===== src/rtl/mem_arb_pkg.sv =====
// Shared types and constants for the instruction/data memory arbiter.
package mem_arb_pkg;

  localparam int MEM_AW = 14;
  localparam int MEM_DW = 32;
  localparam logic [3:0] WEB_READ = 4'b1111;

  typedef enum logic [1:0] {
    RESP_NONE = 2'd0,
    RESP_IM   = 2'd1,
    RESP_DM   = 2'd2
  } resp_e;

endpackage


===== src/rtl/arb_starve_counter.sv =====
// Saturating loss counter. It tells a low-priority master when it has waited long
// enough to be forced through once.
module arb_starve_counter #(
  parameter int LIMIT = 3,
  parameter int CNT_W = 4
) (
  input  logic             clk,
  input  logic             rst,
  input  logic             inc,
  input  logic             clr,
  output logic [CNT_W-1:0] count,
  output logic             at_limit
);

  localparam logic [CNT_W-1:0] LIM = CNT_W'(LIMIT);

  // Count lost cycles, saturate at the limit, and clear whenever the master wins or goes idle.
  always_ff @(posedge clk or negedge rst) begin
    if (!rst) begin
      count <= {CNT_W{1'b0}};
    end else if (clr) begin
      count <= {CNT_W{1'b0}};
    end else if (inc && (count != LIM)) begin
      count <= count + {{(CNT_W-1){1'b0}}, 1'b1};
    end else begin
      count <= count;
    end
  end

  assign at_limit = (count == LIM);

endmodule


===== src/rtl/imem_dmem_arbiter.sv =====
// Arbitrates one single-port SRAM between instruction fetch and data access.
// DM has priority, but IM is forced through once after losing STARVE_LIMIT cycles in a row.
// Read data comes back one cycle later and is steered to the port that issued the read.
module imem_dmem_arbiter
  import mem_arb_pkg::*;
#(
  parameter int STARVE_LIMIT = 3,
  parameter int CNT_W        = 4
) (
  input  logic              clk,
  input  logic              rst,
  input  logic              im_req,
  input  logic [MEM_AW-1:0] im_addr,
  output logic              im_gnt,
  output logic              im_rvalid,
  output logic [MEM_DW-1:0] im_rdata,
  input  logic              dm_req,
  input  logic [3:0]        dm_web,
  input  logic [MEM_AW-1:0] dm_addr,
  input  logic [MEM_DW-1:0] dm_wdata,
  output logic              dm_gnt,
  output logic              dm_rvalid,
  output logic [MEM_DW-1:0] dm_rdata,
  output logic              cpu_stall,
  output logic              mem_cs,
  output logic              mem_oe,
  output logic [3:0]        mem_web,
  output logic [MEM_AW-1:0] mem_addr,
  output logic [MEM_DW-1:0] mem_datain,
  input  logic [MEM_DW-1:0] mem_dataout
);

  resp_e             state;
  resp_e             state_next;
  logic              at_limit;
  logic              im_lose;
  logic [CNT_W-1:0]  starve_count;
  logic [MEM_DW-1:0] im_hold;
  logic [MEM_DW-1:0] dm_hold;

  assign im_lose = im_req & ~im_gnt;

  arb_starve_counter #(
    .LIMIT (STARVE_LIMIT),
    .CNT_W (CNT_W)
  ) u_starve (
    .clk      (clk),
    .rst      (rst),
    .inc      (im_lose),
    .clr      (~im_lose),
    .count    (starve_count),
    .at_limit (at_limit)
  );

  // Grant: DM first unless IM has starved; nothing is granted while reset is held.
  always_comb begin
    im_gnt = 1'b0;
    dm_gnt = 1'b0;
    if (!rst) begin
      im_gnt = 1'b0;
      dm_gnt = 1'b0;
    end else if (dm_req && !(im_req && at_limit)) begin
      dm_gnt = 1'b1;
    end else if (im_req) begin
      im_gnt = 1'b1;
    end else begin
      im_gnt = 1'b0;
      dm_gnt = 1'b0;
    end
  end

  assign cpu_stall = rst & ((im_req & ~im_gnt) | (dm_req & ~dm_gnt));

  // SRAM port mux: the winner drives the macro, and fetches are always plain reads.
  always_comb begin
    mem_cs     = 1'b0;
    mem_web    = WEB_READ;
    mem_addr   = {MEM_AW{1'b0}};
    mem_datain = {MEM_DW{1'b0}};
    if (dm_gnt) begin
      mem_cs     = 1'b1;
      mem_web    = dm_web;
      mem_addr   = dm_addr;
      mem_datain = dm_wdata;
    end else if (im_gnt) begin
      mem_cs     = 1'b1;
      mem_web    = WEB_READ;
      mem_addr   = im_addr;
      mem_datain = {MEM_DW{1'b0}};
    end else begin
      mem_cs     = 1'b0;
      mem_web    = WEB_READ;
      mem_addr   = {MEM_AW{1'b0}};
      mem_datain = {MEM_DW{1'b0}};
    end
  end

  assign mem_oe = mem_cs;

  // Response state register: records which port owns next cycle's SRAM read data.
  always_ff @(posedge clk or negedge rst) begin
    if (!rst) begin
      state <= RESP_NONE;
    end else begin
      state <= state_next;
    end
  end

  // Response next-state: only reads produce a response, and stores complete silently.
  always_comb begin
    state_next = RESP_NONE;
    if (im_gnt) begin
      state_next = RESP_IM;
    end else if (dm_gnt && (dm_web == WEB_READ)) begin
      state_next = RESP_DM;
    end else begin
      state_next = RESP_NONE;
    end
  end

  // Response outputs: pass fresh data straight through, otherwise present the last value.
  always_comb begin
    im_rvalid = 1'b0;
    dm_rvalid = 1'b0;
    im_rdata  = im_hold;
    dm_rdata  = dm_hold;
    case (state)
      RESP_IM: begin
        im_rvalid = 1'b1;
        im_rdata  = mem_dataout;
      end
      RESP_DM: begin
        dm_rvalid = 1'b1;
        dm_rdata  = mem_dataout;
      end
      default: begin
        im_rvalid = 1'b0;
        dm_rvalid = 1'b0;
      end
    endcase
  end

  // Hold registers keep each port's last read data stable between reads.
  always_ff @(posedge clk or negedge rst) begin
    if (!rst) begin
      im_hold <= {MEM_DW{1'b0}};
      dm_hold <= {MEM_DW{1'b0}};
    end else begin
      im_hold <= (state == RESP_IM) ? mem_dataout : im_hold;
      dm_hold <= (state == RESP_DM) ? mem_dataout : dm_hold;
    end
  end

endmodule


===== config.mk =====
export PLATFORM = sky130hd
export DESIGN_NAME = imem_dmem_arbiter
export DESIGN_NICKNAME = d
export VERILOG_FILES = /design/src/rtl/mem_arb_pkg.sv /design/src/rtl/arb_starve_counter.sv /design/src/rtl/imem_dmem_arbiter.sv
export SDC_FILE = /design/constraint.sdc
export NUM_CORES = 1
export LEC_CHECK = 0
export ABC_AREA = 1
export BUFFER_PORTS_ARGS = -buffer_cell sky130_fd_sc_hd__clkbuf_2
export CAP_MARGIN = 20
export CORE_ASPECT_RATIO = 0.7
export CORE_MARGIN = 2
export CORE_UTILIZATION = 46
export CTS_BUF_LIST = sky130_fd_sc_hd__clkbuf_16
export CTS_CLUSTER_SIZE = 20
export DETAILED_ROUTE_END_ITERATION = 8
export PLACE_DENSITY = 0.95
export SKIP_LAST_GASP = 1
export SYNTH_ARGS = -nofsm -noshare
export SYNTH_HDL_FRONTEND = slang
export SYNTH_HIERARCHICAL = 1
export SYNTH_SLANG_ARGS = --single-unit
export TNS_END_PERCENT = 5

===== constraint.sdc =====
create_clock -name clk -period 3.5 [get_ports clk]
set_input_delay 0.7 -clock clk [delete_from_list [all_inputs] [get_ports clk]]
set_output_delay 0.7 -clock clk [all_outputs]
set_load 0.02 [all_outputs]

# Yosys cells after proc, flatten, opt, wreduce, memory -nomap -nowiden
# Cells that the tools add are included.
dict set report op_classes {
  add_sub_neg 1
  n_eq_ne 6
  n_mux 19
  n_bitwise 6
  n_reduce_logical 5
}
# op count
set op_table {}
lappend op_table {{$mux 32} 3}
lappend op_table {{$mux 14} 2}
lappend op_table {{$mux 4} 3}
lappend op_table {{$mux 1} 9}
lappend op_table {{$add 4x1->4 const B} 1}
lappend op_table {{$eq 4x2->1 const B} 1}
lappend op_table {{$eq 4x4->1 const B} 1}
lappend op_table {{$logic_and 1x1->1} 4}
lappend op_table {{$mux 2} 2}
lappend op_table {{$ne 4x2->1 const B} 1}
lappend op_table {{$and 1x1->1} 3}
lappend op_table {{$eq 2x1->1 const B} 1}
lappend op_table {{$eq 2x2->1 const B} 1}
lappend op_table {{$ne 2x2->1 const B} 1}
lappend op_table {{$not 1->1} 2}
lappend op_table {{$logic_not 1->1} 1}
lappend op_table {{$or 1x1->1} 1}
dict set report totals {
  regBits 70
  inputBits 100
  output_inout_bits 121
}

# Longest topological paths before layout
# Gate-level depths: netlist of run 1.
dict set report depth {
  word_depth 11
  ltp_mapped 12
  mapped_depth_nobuf 12
}

# Hierarchy
# Netlist of run 1, hierarchy kept.
# module n_inst cells_each area_per_inst_um2 seq_area_each_um2
set modules_own_cells {}
lappend modules_own_cells {imem_dmem_arbiter 1 386 3184.3 1651.6}
lappend modules_own_cells {arb_starve_counter 1 27 209.0 100.1}

# Worst setup path before layout of run 1
# No wires, ideal clock.
dict set report synth_path {
  path_type {register to output}
  start {register u_starve.count[0]}
  end {output mem_oe}
  arrival_ns 1.520
  slack_ns 1.280
  stages_incl_launch_ff 9
  n_path_buf 2
  path_cell_list {dfrtp_1 -> ha_1 -> nand2_1 -> inv_1 -> nand2_4 -> nand3_4 -> buf_6 -> nand2_1 -> buf_4}
}
dict set report synth_via {
  elab_chain_len 8
}
# item line
set synth_rtl {}
lappend synth_rtl {{start, declared} arb_starve_counter.sv:11} ;# output logic [CNT_W-1:0] count,
lappend synth_rtl {{start signal, assigned} arb_starve_counter.sv:20} ;# count <= {CNT_W{1'b0}};
lappend synth_rtl {{start signal, assigned} arb_starve_counter.sv:22} ;# count <= {CNT_W{1'b0}};
lappend synth_rtl {{start signal, assigned} arb_starve_counter.sv:24} ;# count <= count + {{(CNT_W-1){1'b0}}, 1'b1};
lappend synth_rtl {{$eq 4x2->1 (*)} arb_starve_counter.sv:30} ;# assign at_limit = (count == LIM);
lappend synth_rtl {{named net at_limit} imem_dmem_arbiter.sv:35} ;# logic at_limit;
lappend synth_rtl {{$logic_and 1x1->1 (*)} imem_dmem_arbiter.sv:62} ;# end else if (dm_req && !(im_req && at_limit)) begin
lappend synth_rtl {{$logic_not 1->1 (*)} imem_dmem_arbiter.sv:62}
lappend synth_rtl {{$logic_and 1x1->1 (*)} imem_dmem_arbiter.sv:62}
lappend synth_rtl {{$mux 1} imem_dmem_arbiter.sv:62}
lappend synth_rtl {{$mux 1} imem_dmem_arbiter.sv:59} ;# if (!rst) begin
lappend synth_rtl {{$mux 1} imem_dmem_arbiter.sv:85} ;# end else if (im_gnt) begin
lappend synth_rtl {{$mux 1 (*)} imem_dmem_arbiter.sv:80} ;# if (dm_gnt) begin
lappend synth_rtl {{end, declared} imem_dmem_arbiter.sv:26} ;# output logic mem_oe,
# Mark *: on every way through the listed nets, which the timed path passes. The rest lies on a longest branch.

# Worst setup path after layout of run 1
dict set report layout_path {
  start {register u_starve.count[0]}
  end {output mem_datain[28]}
}
dict set report layout_via {
  elab_chain_len 7
}
# item line
set layout_rtl {}
lappend layout_rtl {{$eq 4x2->1} arb_starve_counter.sv:30}
lappend layout_rtl {{named net at_limit} imem_dmem_arbiter.sv:35}
lappend layout_rtl {{$logic_and 1x1->1} imem_dmem_arbiter.sv:62}
lappend layout_rtl {{$logic_not 1->1} imem_dmem_arbiter.sv:62}
lappend layout_rtl {{$logic_and 1x1->1} imem_dmem_arbiter.sv:62}
lappend layout_rtl {{$mux 1} imem_dmem_arbiter.sv:62}
lappend layout_rtl {{$mux 1} imem_dmem_arbiter.sv:59}
lappend layout_rtl {{$mux 32} imem_dmem_arbiter.sv:80}
lappend layout_rtl {{end, declared} imem_dmem_arbiter.sv:29} ;# output logic [MEM_DW-1:0] mem_datain,
# The timed path passes the listed nets, and every way through them passes these cells.

==> results of run 1 <==
cell type report:
type	instances	area (um2)
Clock buffer	9	225.2
Inverter	81	304.0
Tap cell	98	122.6
Clock inverter	7	97.59
Fill cell	633	2459
Timing Repair Buffer	223	1139
Multi-Input combinational cell	237	1124
Sequential cell	70	1752
routing by layer:
metal	vias up	share of wire	routed length [um]	track usage
li1	1693	-	-	-
met2	174	0.49	5087	0.4260
met4	0	0.012	121	0.04906
met3	14	0.084	877	0.08640
met5	-	0	0	0
met1	1562	0.42	4323	0.3193
final timing paths:
| check | start | endpoint | cells past startpoint |
|---|---|---|---|
| setup reg to reg | u_starve/count[0] | u_starve/count[3] | 12 |
| hold reg to reg | im_hold[11] | im_hold[11] | 2 |
| max in group asynchronous | rst | dm_hold[22] | 2 |
| hold / removal | im_hold[11] | im_hold[11] | 2 |
| min in group asynchronous | rst | dm_hold[6] | 2 |
| setup / recovery | u_starve/count[0] | mem_datain[28] | 7 |
tightest hold or removal path, stage by stage (launching register included):
cell	delay (ns)
dfrtp_1	0.32
nand2_1	0.04
o21ai_1	0.09
cells by family (layout without fill, tap and decap cells):
family,after synthesis,count (layout),share of synthesized area
DFF,70,70,0.5162
and+or+nand+nor,171,171,0.2297
adders and majority gates,1,1,0.003687
buffers and inverters,106,320,0.1541
AOI/OAI and AO/OA,65,65,0.09624
registers in the layout, indices dropped and copies added (netlist names):
name	count
dm_hold	32
im_hold	32
u_starve/count	4
state	2
layout by cell type, fill, tap and decap left out, drive strengths merged:
cell | Yosys | routed
dfrtp | 70 | 70
clkinv | 0 | 2
nor2 | 38 | 38
nand3 | 18 | 18
clkinvlp | 0 | 1
clkbuf | 2 | 228
buf | 23 | 4
nand2 | 97 | 97
a31oi | 1 | 1
o21ai | 64 | 64
bufinv | 0 | 2
inv | 81 | 83
nand4 | 18 | 18
ha | 1 | 1
per-stage QoR:
| step | area (um2) | power [mW] | hold slack, ns | setup WS, ns | util |
|---|---|---|---|---|---|
| 5_1_grt | 4763 | 2.910 | 0.5187 | 0.3570 | 0.6596 |
| 6_report | 4763 | 2.745 | 0.4962 | 0.4839 | 0.6596 |
| 3_5_place_dp | 4420 | 1.810 | 0.4896 | 0.8321 | 0.6121 |
| 4_1_cts | 4743 | 2.775 | 0.5035 | 0.5027 | 0.6568 |
| 3_3_place_gp | 4420 | 1.777 | 0.4772 | 0.8817 | 0.6121 |
| 2_1_floorplan | 3393 | 1.498 | 0.4044 | 1.280 | - |
where the power goes:
part / total [mW] / internal, mW / switching, mW
Clock: 0.948 / 0.625 / 0.323
Combinational: 0.786 / 0.248 / 0.538
Sequential: 1.01 / 0.965 / 0.0449
==> results.cfg, run 1 <==
[run_status]
status = completed

[routing]
drtAntennaViolNets = 0
routed_wl_um = 10410
vias = 3443
drc = 0
viasPerCell = 4.749
dr.first_iter.drc_count = 238
drt-pass1-iter-count = 7
wl_per_cell_um = 14.36

[synth]
syn_area_mm2 = 0.003393
yosys.area.top_type = dfrtp_1
synthesis.nets = 514
synthTopCellsByCount = nand2_1 (94), inv_1 (79), dfrtp_1 (70)
avgSynthCellArea_um2 = 8.216
synth_cells = 413
ys_ff_latch = 70
synth-async-reset-ratio = 1.000
synth_top_flop_cell = dfrtp_1
seq_area_frac_synth = 0.5162
synth_top_area_share = 0.5162
synth.distinct_cells = 21
yosysWarnings = 6
synth_edf_count = 0
yosys-top-cells-area = dfrtp_1 (52%), nand2_1 (10%), inv_1 (8.7%)
synth_most_common_cell = nand2_1

[cells_and_area]
layout-drive-gt1-share = 0.4131
syn_to_final_growth_pct = 40.38
n_antenna_cell = 0
nNetsFinal = 723
fin_cells = 725

[run]
drv_cap = 0

[clock_tree]
cts.clk_slew.worst_paths_ns = 0.05
htree_levels = 3
postCtsSetupBuffers = 0
cts_made_buffers = 9
hold_buffers = 0
clk_latency_ns = 0.31
cts_resized = 0
cts_tree = done
cts.sinks = 70
cts_buffer_depth = 2
cts_root_buf = clkbuf_16

[placement]
dp.cells = 708
io_buffers = 220
dp_hpwl_um = 8306
gp_congestion = 0.9939

[timing]
slew_viol_final = 0
rsz0062_at_grt = no
fin_setup_tns_ns = 0
tightest_slew_ns = 0.8425
layout_min_cycle_time_ns = 3.016
setup_viol = 0
min_period_over_period = 0.8617
fin_skew_ns = 0.006888
slew_headroom = 0.4383
hold_viol_final = 0
fmax_mhz = 331.6

[floorplanning]
fp.dieArea_mm2 = 0.008091
die_height_um = 75.86
ios = 221
core_area_mm2 = 0.007222
core.rowCount = 26
die_w_um = 106.7
start_util = 0.4699

[worst_setup_path]
worstPathMaxFanout = 35
cp_cell_sequence = ha_1 > nand2_1 > inv_1 > nand2_4 > nand3_4 > nor2_1 > clkbuf_2
slowest_delay_ns = 0.41
rrSetupSlack_ns = 1.42
critPathBufInv = 2
cp_top_family = simple AND/OR/NAND/NOR gates
cp.arrival_ns = 2.32
crit_path_end_kind = primary output
critPathKind = register to primary output
required_ns = 2.80
startpoint_type = register
cp_slowest_cell = dfrtp_1

[global_route]
grt_usage = 0.2505
overflow = 0
grt_pass1_vias = 3062
grt_first_pass_wirelength_um = 15340
grt_start_max_net_pins = 71
antenna_found_initial = 0

[pwr]
powerDensity_mw_per_mm2 = 576.2
vdd_ir_drop_max_mv = 0.2806
p_leak_nw = 2.966

[hold_path]
hold_path.class = register to register
Note: power is estimated with default switching activity, not from simulation.
==> run 2: changes to the inputs <==
==> constraint.sdc (replaced) <==
create_clock -name clk -period 3.65 [get_ports clk]
set_input_delay 0.73 -clock clk [delete_from_list [all_inputs] [get_ports clk]]
set_output_delay 0.73 -clock clk [all_outputs]
set_load 0.02 [all_outputs]
==> run 2 against run 1 <==
Worst setup slack improved by 0.13 ns. Final area decreased by 0.16%. Highest routed layer unchanged. Global-route usage decreased by 0.41 points.
==> results.cfg, run 2 (synthesis results as in run 1) <==
[run_status]
status = completed

[clock_tree]
clk_latency_ns = 0.32
cts_resized = 0
cts_buffer_depth = 2
cts.clk_slew.worst_paths_ns = 0.06
cts_made_buffers = 9
hold_buffers = 0
cts_root_buf = clkbuf_16
htree_levels = 3
cts_tree = done
cts.sinks = 70
postCtsSetupBuffers = 0

[hold_path]
hold_path.class = primary input to asynchronous set/reset pin

[pwr]
powerDensity_mw_per_mm2 = 552.8
p_leak_nw = 2.963
vdd_ir_drop_max_mv = 0.2722

[routing]
vias = 3397
drt-pass1-iter-count = 4
routed_wl_um = 10370
dr.first_iter.drc_count = 375
wl_per_cell_um = 14.32
drtAntennaViolNets = 0
drc = 0
viasPerCell = 4.692

[cells_and_area]
n_antenna_cell = 0
final_cell_mix = clkbuf_2 (219), nand2_1 (92), inv_1 (80)
nNetsFinal = 722
fin_cells = 724
multiInputGateArea_mm2 = 0.001124
syn_to_final_growth_pct = 40.15
num-fill-cells = 633
layout-drive-gt1-share = 0.4121
final_area_mm2 = 0.004756
reg.largest.list = dm_hold: 32 flops, im_hold: 32 flops, u_starve/count: 4 flops
seq_area_mm2 = 0.001752
layout_commonest_cell = clkbuf_2

[timing]
setup_viol = 0
hold_viol_final = 0
min_period_over_period = 0.8332
holdWs_ns = 0.3222
fin_setup_tns_ns = 0
fmax_mhz = 328.8
tightest_slew_ns = 1.011
rsz0062_at_grt = no
slew_headroom = 0.3239
fin_skew_ns = 0.005204
slew_viol_final = 0
layout_min_cycle_time_ns = 3.041

[worst_setup_path]
rrSetupSlack_ns = 1.61
cp_slowest_cell = dfrtp_1
r2r_start = u_starve/count[0]
reg2regPathDepth = 11
startpoint_type = register
slowest_delay_ns = 0.41
cp_top_family = simple AND/OR/NAND/NOR gates
timing.rr.end = u_starve/count[3]
critPathKind = register to primary output
worstPathMaxFanout = 35
cp.arrival_ns = 2.31
required_ns = 2.92
cp_cell_sequence = ha_1 > nand2_1 > inv_1 > nand2_4 > nand3_4 > nor2_1 > clkbuf_2
critPathBufInv = 2
crit_path_end_kind = primary output

[floorplanning]
fp.dieArea_mm2 = 0.008091
ios = 221
core_area_mm2 = 0.007222
core.rowCount = 26
start_util = 0.4699
die_height_um = 75.86
die_w_um = 106.7

[global_route]
grt_usage = 0.2464
overflow = 0
grt_pass1_vias = 2974
antenna_found_initial = 0
grt_first_pass_wirelength_um = 14970
grt_start_max_net_pins = 66

[placement]
io_buffers = 220
gp_congestion = 1.064
dp_hpwl_um = 8286
dp.cells = 707
place_area_mm2 = 0.004413

[run]
drv_cap = 0
## run 2: layout make-up
class | count | area share
repair buffers | 222 | 0.2378
clock inverters | 7 | 0.02052
multi-input cells | 237 | 0.2363
inverters | 81 | 0.06393
clock buffers | 9 | 0.04736
well taps | 98 | 0.02578
flip-flops and latches | 70 | 0.3683
## run 2: layer usage
metal,global-route usage,share of wire,vias to the layer above
met4,0.09380,0.023,0
li1,-,-,1695
met3,0.06758,0.071,16
met5,0,0,-
met1,0.3095,0.42,1540
met2,0.4168,0.48,146
## run 2: worst max path at each step
stage	end	slack (ns)	from	depth (start not counted)
finish	mem_datain[28]	0.61	u_starve/count[0]	7
detailed placement	mem_datain[28]	0.90	rst	4
CTS	mem_datain[28]	0.60	u_starve/count[0]	7
global placement	mem_datain[29]	0.94	rst	4
global route	mem_web[3]	0.46	u_starve/count[0]	8
floorplan	mem_oe	1.40	u_starve/count[0]	8
## run 2: stage by stage
stage | util | power (mW) | setup WS, ns
2_1_floorplan | - | 1.436 | 1.400
3_3_place_gp | 0.6111 | 1.707 | 0.9416
3_5_place_dp | 0.6111 | 1.732 | 0.8974
4_1_cts | 0.6558 | 2.662 | 0.6040
5_1_grt | 0.6585 | 2.776 | 0.4639
6_report | 0.6585 | 2.629 | 0.6089
## run 2: worst register-to-register path, cell delays in order (launching register included)
cell and delay (ns):
dfrtp_1 0.41, ha_1 0.24, nand2_1 0.13, inv_1 0.09, nand2_4 0.18, nand2_4 0.17, nand2_1 0.15, nand2_1 0.09
inv_1 0.15, nand4_1 0.14, nor2_1 0.13, nor2_1 0.06
## run 2: where the power goes
group	internal (mW)	total, mW	switching (mW)
sequential	0.926	0.967	0.0416
combinational	0.237	0.749	0.512
clock	0.601	0.913	0.312
